File: config.mk
export PLATFORM = sky130hd
export DESIGN_NAME = instruction_fetch_unit
export DESIGN_NICKNAME = d
export VERILOG_FILES = /design/src/rtl/instruction_fetch_unit.sv
export SDC_FILE = /design/constraint.sdc
export NUM_CORES = 1
export LEC_CHECK = 0
export ABC_AREA = 1
export BUFFER_PORTS_ARGS = -buffer_cell sky130_fd_sc_hd__buf_4
export CAP_MARGIN = 30
export CORE_UTILIZATION = 30
export DETAILED_ROUTE_END_ITERATION = 8
export PLACE_DENSITY = 0.48
export SETUP_SLACK_MARGIN = 0.15
export SLEW_MARGIN = 10
export SYNTH_ARGS = -nofsm -noshare
export SYNTH_HDL_FRONTEND = slang
export SYNTH_SLANG_ARGS = --single-unit
File: constraint.sdc
create_clock -name clk -period 4.4 [get_ports clk]
set_input_delay 0.88 -clock clk [delete_from_list [all_inputs] [get_ports clk]]
set_output_delay 0.88 -clock clk [all_outputs]
set_load 0.005 [all_outputs]
File: src/rtl/instruction_fetch_unit.sv
// Instruction fetch unit: owns the PC, reads instruction memory and hands {pc, instr} to decode.
// Optional FETCH_PERF_EN adds saturating fetch/stall counters.
module instruction_fetch_unit #(
  parameter logic [63:0] RESET_PC = 64'd0,
  parameter logic [63:0] PC_LIMIT = 64'd84
) (
  input  logic        clk,
  input  logic        reset_n,
  output logic [63:0] Instr_Addr,
  input  logic [31:0] Instruction,
  input  logic        redirect_valid,
  input  logic [63:0] redirect_target,
  output logic        out_valid,
  input  logic        out_ready,
  output logic [63:0] out_pc,
  output logic [31:0] out_instr,
  output logic        halted,
`ifdef FETCH_PERF_EN
  output logic [31:0] fetch_count,
  output logic [31:0] stall_count,
`endif
  output logic        fault
);

  typedef enum logic [1:0] {IDLE, FETCH, HALT} state_t;

  state_t      state;
  logic [63:0] pc;
  logic        adv;
  logic        at_limit;
  logic        misaligned;
  logic        capture;

  assign Instr_Addr = pc;
  assign adv        = !out_valid || out_ready;
  assign at_limit   = (pc >= PC_LIMIT);
  assign misaligned = (redirect_target[1:0] != 2'b00);
  assign capture    = (state == FETCH) && !redirect_valid && !at_limit && adv;

  always_ff @(posedge clk) begin
    if (!reset_n) begin
      state     <= IDLE;
      pc        <= RESET_PC;
      out_valid <= 1'b0;
      out_pc    <= 64'd0;
      out_instr <= 32'd0;
      halted    <= 1'b0;
      fault     <= 1'b0;
    end else begin
      case (state)
        IDLE: state <= FETCH;
        FETCH: begin
          if (redirect_valid) begin
            // Redirect flushes the output stage and beats both back-pressure and the limit check.
            out_valid <= 1'b0;
            if (misaligned) begin
              fault  <= 1'b1;
              state  <= HALT;
              halted <= 1'b1;
            end else begin
              pc <= redirect_target;
            end
          end else if (at_limit) begin
            state  <= HALT;
            halted <= 1'b1;
            if (out_ready) out_valid <= 1'b0;
          end else if (capture) begin
            out_pc    <= pc;
            out_instr <= Instruction;
            out_valid <= 1'b1;
            pc        <= pc + 64'd4;
          end
        end
        HALT: begin
          // A still-pending output drains to decode before out_valid falls.
          if (out_ready) out_valid <= 1'b0;
          if (redirect_valid) begin
            if (misaligned) begin
              fault <= 1'b1;
            end else begin
              pc        <= redirect_target;
              state     <= FETCH;
              halted    <= 1'b0;
              out_valid <= 1'b0;
            end
          end
        end
        default: state <= IDLE;
      endcase
    end
  end

`ifdef FETCH_PERF_EN
  function automatic logic [31:0] sat_inc(input logic [31:0] v);
    return (v == 32'hFFFF_FFFF) ? v : v + 32'd1;
  endfunction

  logic stall;
  assign stall = (state == FETCH) && out_valid && !out_ready && !redirect_valid;

  always_ff @(posedge clk) begin
    if (!reset_n) begin
      fetch_count <= 32'd0;
      stall_count <= 32'd0;
    end else begin
      if (capture) fetch_count <= sat_inc(fetch_count);
      if (stall)   stall_count <= sat_inc(stall_count);
    end
  end
`endif

endmodule
==> run_results.csv, run 1 <==
group,metric,value,unit
sta,maxSlewViolCount,0,
power_and_ir_drop,cellPowerDensity,433.7,nW/um2
power_and_ir_drop,swShare,0.3977,
finish,final_nets,1807,
global_route,antenna_found_initial,0,
power_and_ir_drop,p_sw,2062,uW
power_and_ir_drop,p_clk_frac,0.299,
finish,syn_to_final_growth,31.58,%
clock_tree,cts_buffers,17,
yosys,syn_area_per_cell,6.138,um2
clock_tree,root_buffer,"clkbuf_16",
finish,final_cell_mix,"nand2_1 (380), nor2_1 (345), buf_4 (274), dfxtp_1 (165), o21ai_0 (127)",
power_and_ir_drop,intPower,3123,uW
routing,vias_per_cell,4.823,
clock_tree,ctsResizeCount,0,
finish,drive_above_1_share,0.1966,
sta,worst_pin_slew,860.3,ps
setup_path,crit_path_start_kind,"flip-flop",
setup_path,r2r_cells,11,
sta,tns,0,ps
routing,wl_per_cell,16.45,um
clock_tree,clkTransAtPathRegs,80,ps
global_route,grt_pass1_wl,53.74,mm
setup_path,timing.rr.end,"Instr_Addr[48]",
yosys,syn_area,9085,um2
clock_tree,post_cts_buffers,0,
hold_path,hold_start,"out_pc[61]",
floorplan,core,29720,um2
placed_design,portBuffers,262,
finish,final_common_cell,"nand2_1",
hold_path,hold_path_depth,2,
power_and_ir_drop,leakage,0.005104,uW
floorplan,rows,63,
clock_tree,clock_sinks,165,
sta,fin_crit,2607,ps
yosys,synth_fp_nets,1586,
routing,drc,0,
hold_path,holdPathEnd,"out_pc[61]",
clock_tree,cts.htree.levels,4,
routing,dr.pass1.iters,5,
yosys,yosysWarnings,0,
clock_tree,cts_tree,"done",
run,maxCapViolCount,0,
setup_path,cp_data_required_time,4770,ps
routing,ant_nets,0,
floorplan,fp.dieH,176.0,um
sta,fmax,383.6,MHz
sta,setup_viol,0,
global_route,grt_max_degree,80,
clock_tree,clkLatencyLatePin,430,ps
setup_path,rrSetupSlack,1790,ps
yosys,syn-instance-count,1480,
clock_tree,cts_max_path_buffers,2,
yosys,yosysSeqAreaShare,0.3636,
setup_path,cp_data_arrival_time,2970,ps
yosys,async_flop_share,0,
hold_path,worstHoldPathType,"reg -> reg",
power_and_ir_drop,p_comb_frac,0.304,
global_route,grt_pass1_vias,9715,
floorplan,io-pin-count,263,
setup_path,endpoint_kind,"flip-flop",
floorplan,die_x,176.0,um
global_route,grt_use_met1,0.2896,
power_and_ir_drop,pwr-share-seq,0.397,
sta,slew_headroom,0.4265,
routing,wirelength,34.61,mm
status,status,"finished, final reports clean",
sta,rsz0062_at_grt,"false",
global_route,use_met3,0.05771,
yosys,ys_types,39,
floorplan,die-area,30980,um2
global_route,grt_use_total,0.2222,
setup_path,cp_max_fo,8,
setup_path,timing.rr.start,"Instr_Addr[2]",
finish,antennaDiodeCount,0,
sta,fin_crit_sh,0.5925,
routing,num_vias,10150,
global_route,grt-busiest-layer,"met2",
routing,first_iter_violations,597,
sta,whs,440.2,ps
sta,final.setup_skew,24.07,ps
global_route,use_met2,0.3509,
power_and_ir_drop,peakVddDrop,0.2263,mV
clock_tree,cts-hold-fix-buffers,0,
global_route,grt-ovfl-total,0,
placed_design,hpwlAfterDp,24.68,mm
placed_design,globalplace.congestion,0.8757,
yosys,synth_edf_count,0,
setup_path,path_class,"reg -> reg",
yosys,ys_ff_latch,165,
sta,finalHoldViolations,0,
yosys,synth_ff_type,"dfxtp_1",
floorplan,start_util,0.3057,
## kinds of logic after synthesis
logic type / count (synthesis) / share of synthesized area
AND/OR/NAND/NOR: 866 / 0.3889
buffers and inverters: 181 / 0.08194
adder cells (fa/ha/maj): 6 / 0.008263
flip-flops: 165 / 0.3636
AO/OA/AOI/OAI: 258 / 0.1534
XOR/XNOR: 4 / 0.003856
## worst max-delay path: stages, from the launching register on
cell and delay, ps:
dfxtp_1 510, ha_1 240, nand2_1 110, nor2_1 300
inv_1 100, nor2_1 190, nand3_1 320, nor2_1 280
nand4_1 110, a21oi_1 250, nor2_1 70, nor2_1 70
## cells in the mapped netlist, drive strengths merged (17+ instances only)
library cell  number  area share
nand2            383        0.16
nor2             358        0.15
dfxtp            165        0.36
o21ai            138       0.076
inv              105       0.043
a21oi             84       0.048
nand3             81       0.047
clkbuf            50       0.021
o211ai            25       0.021
buf               24       0.017
nand4             18       0.013
nor3              17       0.010
## stage by stage
| stage | instance area, um2 | utilization | setup WS, ps | std cells | total power [uW] |
|---|---|---|---|---|---|
| 2_1_floorplan | 9085 | - | 2217 | 1480 | 2954 |
| 3_3_place_gp | 11310 | 0.3805 | 1638 | 2070 | 3653 |
| 3_5_place_dp | 11350 | 0.3821 | 1598 | 2072 | 3669 |
| 4_1_cts | 11950 | 0.4023 | 1782 | 2104 | 5238 |
| 5_1_grt | 11950 | 0.4023 | 1557 | 2104 | 5549 |
| 6_report | 11950 | 0.4023 | 1793 | 2104 | 5184 |
## metal layers
metal	vias up	routed length [um]	part of all wire
met2	296	15500	0.45
met4	0	881	0.025
met3	41	2615	0.076
li1	5205	-	-
met1	4605	15610	0.45
met5	-	0	0
## state kept, by name, summed over array words and instances (netlist names)
| name | cells |
|---|---|
| Instr_Addr | 64 |
| halted | 1 |
| out_instr | 32 |
| out_valid | 1 |
| out_pc | 64 |
| state | 2 |
| fault | 1 |
## how the worst max path moves through the flow
stage	from	depth (start not counted)	slack, ps	to
floorplan	redirect_valid	8	2220	Instr_Addr[21]
finish	Instr_Addr[2]	11	1790	Instr_Addr[48]
global placement	out_ready	10	1640	Instr_Addr[22]
CTS	Instr_Addr[2]	11	1780	Instr_Addr[48]
global route	Instr_Addr[17]	11	1560	out_instr[31]
detailed placement	out_ready	9	1600	Instr_Addr[2]
## power by group through the flow
stage	clock network (uW)	logic [uW]	registers [uW]
2_1_floorplan	0	1020	1940
6_report	1550	1580	2060
5_1_grt	1650	1800	2090
4_1_cts	1600	1590	2050
3_3_place_gp	0	1560	2090
3_5_place_dp	0	1580	2090
## area by class of cell
type | count | area (um2)
multi-input cells | 1134 | 5057
inverters | 107 | 401.6
fillers | 3278 | 17760
clock buffers | 18 | 439.2
clock inverters | 14 | 160.2
well taps | 390 | 488.0
flip-flops and latches | 165 | 3303
repair buffers | 276 | 2105
(Power assumes the default switching activity.)
==> run 2: changes to the inputs <==
Clock period 4.4 ns to 2.5 ns, I/O delays scaled along.
==> run 2 against run 1 <==
Effect of this change:
- wire length grew 5.2%
- cell count up 1.9%
- sequential power increased by 66%
- clock power increased by 91%
- clock skew down 7.1 ps
- first-iteration DRC count is 34% higher
- die area did not move
- final area increased by 3.4%
- register-to-register slack got worse by 1500 ps
- total power up 86%
- utilization increased by 1.4 points
- flip-flop and latch count is the same
==> run_results.csv, run 2 (synthesis gave the netlist of run 1 again) <==
group,metric,value,unit
global_route,grt_max_degree,93,
sta,fin_crit,2174,ps
floorplan,rows,63,
global_route,antenna_found_initial,3,
power_and_ir_drop,p_comb_frac,0.338,
sta,slew_headroom,0.6123,
clock_tree,cts_max_path_buffers,2,
routing,ant_nets,0,
finish,final_cell_mix,"nand2_1 (380), nor2_1 (343), buf_4 (309), dfxtp_1 (162), o21ai_0 (127)",
sta,rsz0062_at_grt,"false",
placed_design,portBuffers,262,
setup_path,timing.rr.start,"Instr_Addr[22]",
routing,dr.pass1.iters,5,
power_and_ir_drop,power,9654,uW
finish,syn_to_final_growth,36.08,%
finish,drive_above_1_share,0.2173,
setup_path,crit_family,"simple AND/OR/NAND/NOR gates",
setup_path,crit_path_start_kind,"flip-flop",
setup_path,crit_chain,"nand2_1 -> nor2_1 -> nand2_1 -> nor2_1 -> nand2_1 -> o21ai_0 -> nand2_1 -> nor2_1 -> nor2_1 -> nor2_1 -> nor2_1",
sta,fin_crit_sh,0.8694,
hold_path,hold_start,"Instruction[28]",
global_route,grt_pass1_vias,10080,
floorplan,core,29720,um2
finish,finalInstanceArea,12360,um2
placed_design,placed_cell_area,11710,um2
routing,first_iter_violations,801,
clock_tree,cts.htree.levels,4,
setup_path,path_buf_inv,0,
setup_path,critPathLaunch,"Instr_Addr[22]",
clock_tree,clkTransAtPathRegs,80,ps
clock_tree,clock_sinks,165,
setup_path,worst_path_max_delay_cell,"dfxtp_1",
setup_path,max_stage_delay,520,ps
global_route,grt_use_total,0.2360,
power_and_ir_drop,peakVddDrop,0.3967,mV
global_route,grt_pass1_wl,57.06,mm
routing,drc,0,
floorplan,io-pin-count,263,
sta,setup_viol,0,
sta,worst_pin_slew,581.5,ps
floorplan,die-area,30980,um2
finish,fill_cells,3254,
finish,multiInputGateArea,5067,um2
power_and_ir_drop,cellPowerDensity,780.9,nW/um2
power_and_ir_drop,leakage,0.005358,uW
routing,wl_per_cell,16.98,um
routing,wirelength,36.40,mm
sta,final.setup_skew,16.96,ps
setup_path,cp_max_fo,6,
clock_tree,cts_buffers,17,
clock_tree,clkLatencyLatePin,440,ps
finish,final_common_cell,"nand2_1",
routing,vias_per_cell,4.848,
finish,final_nets,1847,
placed_design,hpwlAfterDp,26.79,mm
global_route,grt-ovfl-total,0,
power_and_ir_drop,pwr-share-seq,0.355,
hold_path,worstHoldPathType,"in -> reg",
floorplan,fp.dieH,176.0,um
setup_path,cp_common_cell,"nor2_1",
setup_path,path_class,"reg -> reg",
floorplan,start_util,0.3057,
sta,fmax,460.1,MHz
setup_path,cp_data_arrival_time,2490,ps
power_and_ir_drop,p_sw,3626,uW
routing,num_vias,10390,
setup_path,endpoint_kind,"flip-flop",
status,status,"finished, final reports clean",
power_and_ir_drop,intPower,6028,uW
power_and_ir_drop,p_clk_frac,0.307,
power_and_ir_drop,swShare,0.3756,
finish,seqCellArea,3307,um2
clock_tree,cts_tree,"done",
clock_tree,root_buffer,"clkbuf_16",
sta,tns,0,ps
placed_design,dp.cells,2112,
clock_tree,cts-hold-fix-buffers,0,
sta,finalHoldViolations,0,
finish,stdcell_count,2144,
sta,maxSlewViolCount,0,
floorplan,die_x,176.0,um
run,maxCapViolCount,0,
setup_path,cp_data_required_time,2820,ps
placed_design,globalplace.congestion,0.9546,
run 2: cell count changes in the layout (fill, tap and decap cells not counted), sizes merged:
cell	previous run	this run
bufinv	0	4
buf	276	316
clkinvlp	2	0
clkbuf	18	17
clkinv	8	5
diode	0	1
inv	111	112
run 2: final timing paths:
| path | slack, ps | end | depth (start not counted) |
|---|---|---|---|
| hold reg to reg | 440 | out_pc[50] | 2 |
| setup reg to reg | 330 | Instr_Addr[57] | 11 |
| setup / recovery | 330 | Instr_Addr[57] | 11 |
| hold / removal | 290 | out_instr[28] | 3 |
run 2: area by class of cell:
| type | instances | share of cell area |
|---|---|---|
| clock buffers | 17 | 0.03441 |
| flip-flops and latches | 165 | 0.2675 |
| multi-input cells | 1134 | 0.4099 |
| inverters | 107 | 0.03249 |
| clock inverters | 14 | 0.01710 |
| repair buffers | 316 | 0.1990 |
| diodes | 1 | 0.0002024 |
| well taps | 390 | 0.03947 |
run 2: timing repair:
item                       CTS  global route
gates resized for setup      0             6
setup endpoints to repair    0             9
setup buffers                0             0
run 2: metal layers:
layer	global-route usage	vias up	share of wire
met5	0	-	0.00080
met1	0.3079	4743	0.46
met2	0.3793	324	0.45
met4	0.06957	4	0.021
li1	-	5276	-
met3	0.06223	47	0.073
run 2: power groups by stage:
stage | Sequential [uW] | Combinational [uW] | Clock [uW]
3_3_place_gp | 3460 | 3290 | 0
3_5_place_dp | 3470 | 3280 | 0
2_1_floorplan | 3410 | 1790 | 0
6_report | 3420 | 3270 | 2960
4_1_cts | 3410 | 3290 | 3030
5_1_grt | 3480 | 3680 | 3140
run 2: per-stage QoR:
| step | util | worst slack, ps | hold slack [ps] |
|---|---|---|---|
| global route | 0.4159 | 151.6 | 269.7 |
| finish | 0.4160 | 326.4 | 288.3 |
| CTS | 0.4155 | 307.0 | 269.1 |
| floorplan | - | 649.8 | 434.4 |
| detailed placement | 0.3940 | 322.6 | 429.0 |
| global placement | 0.3940 | 327.6 | 426.7 |
run 2: tightest hold or removal path, cell delays in order:
cell,delay (ps)
buf_4,80
nor2_1,30
nor2_1,80
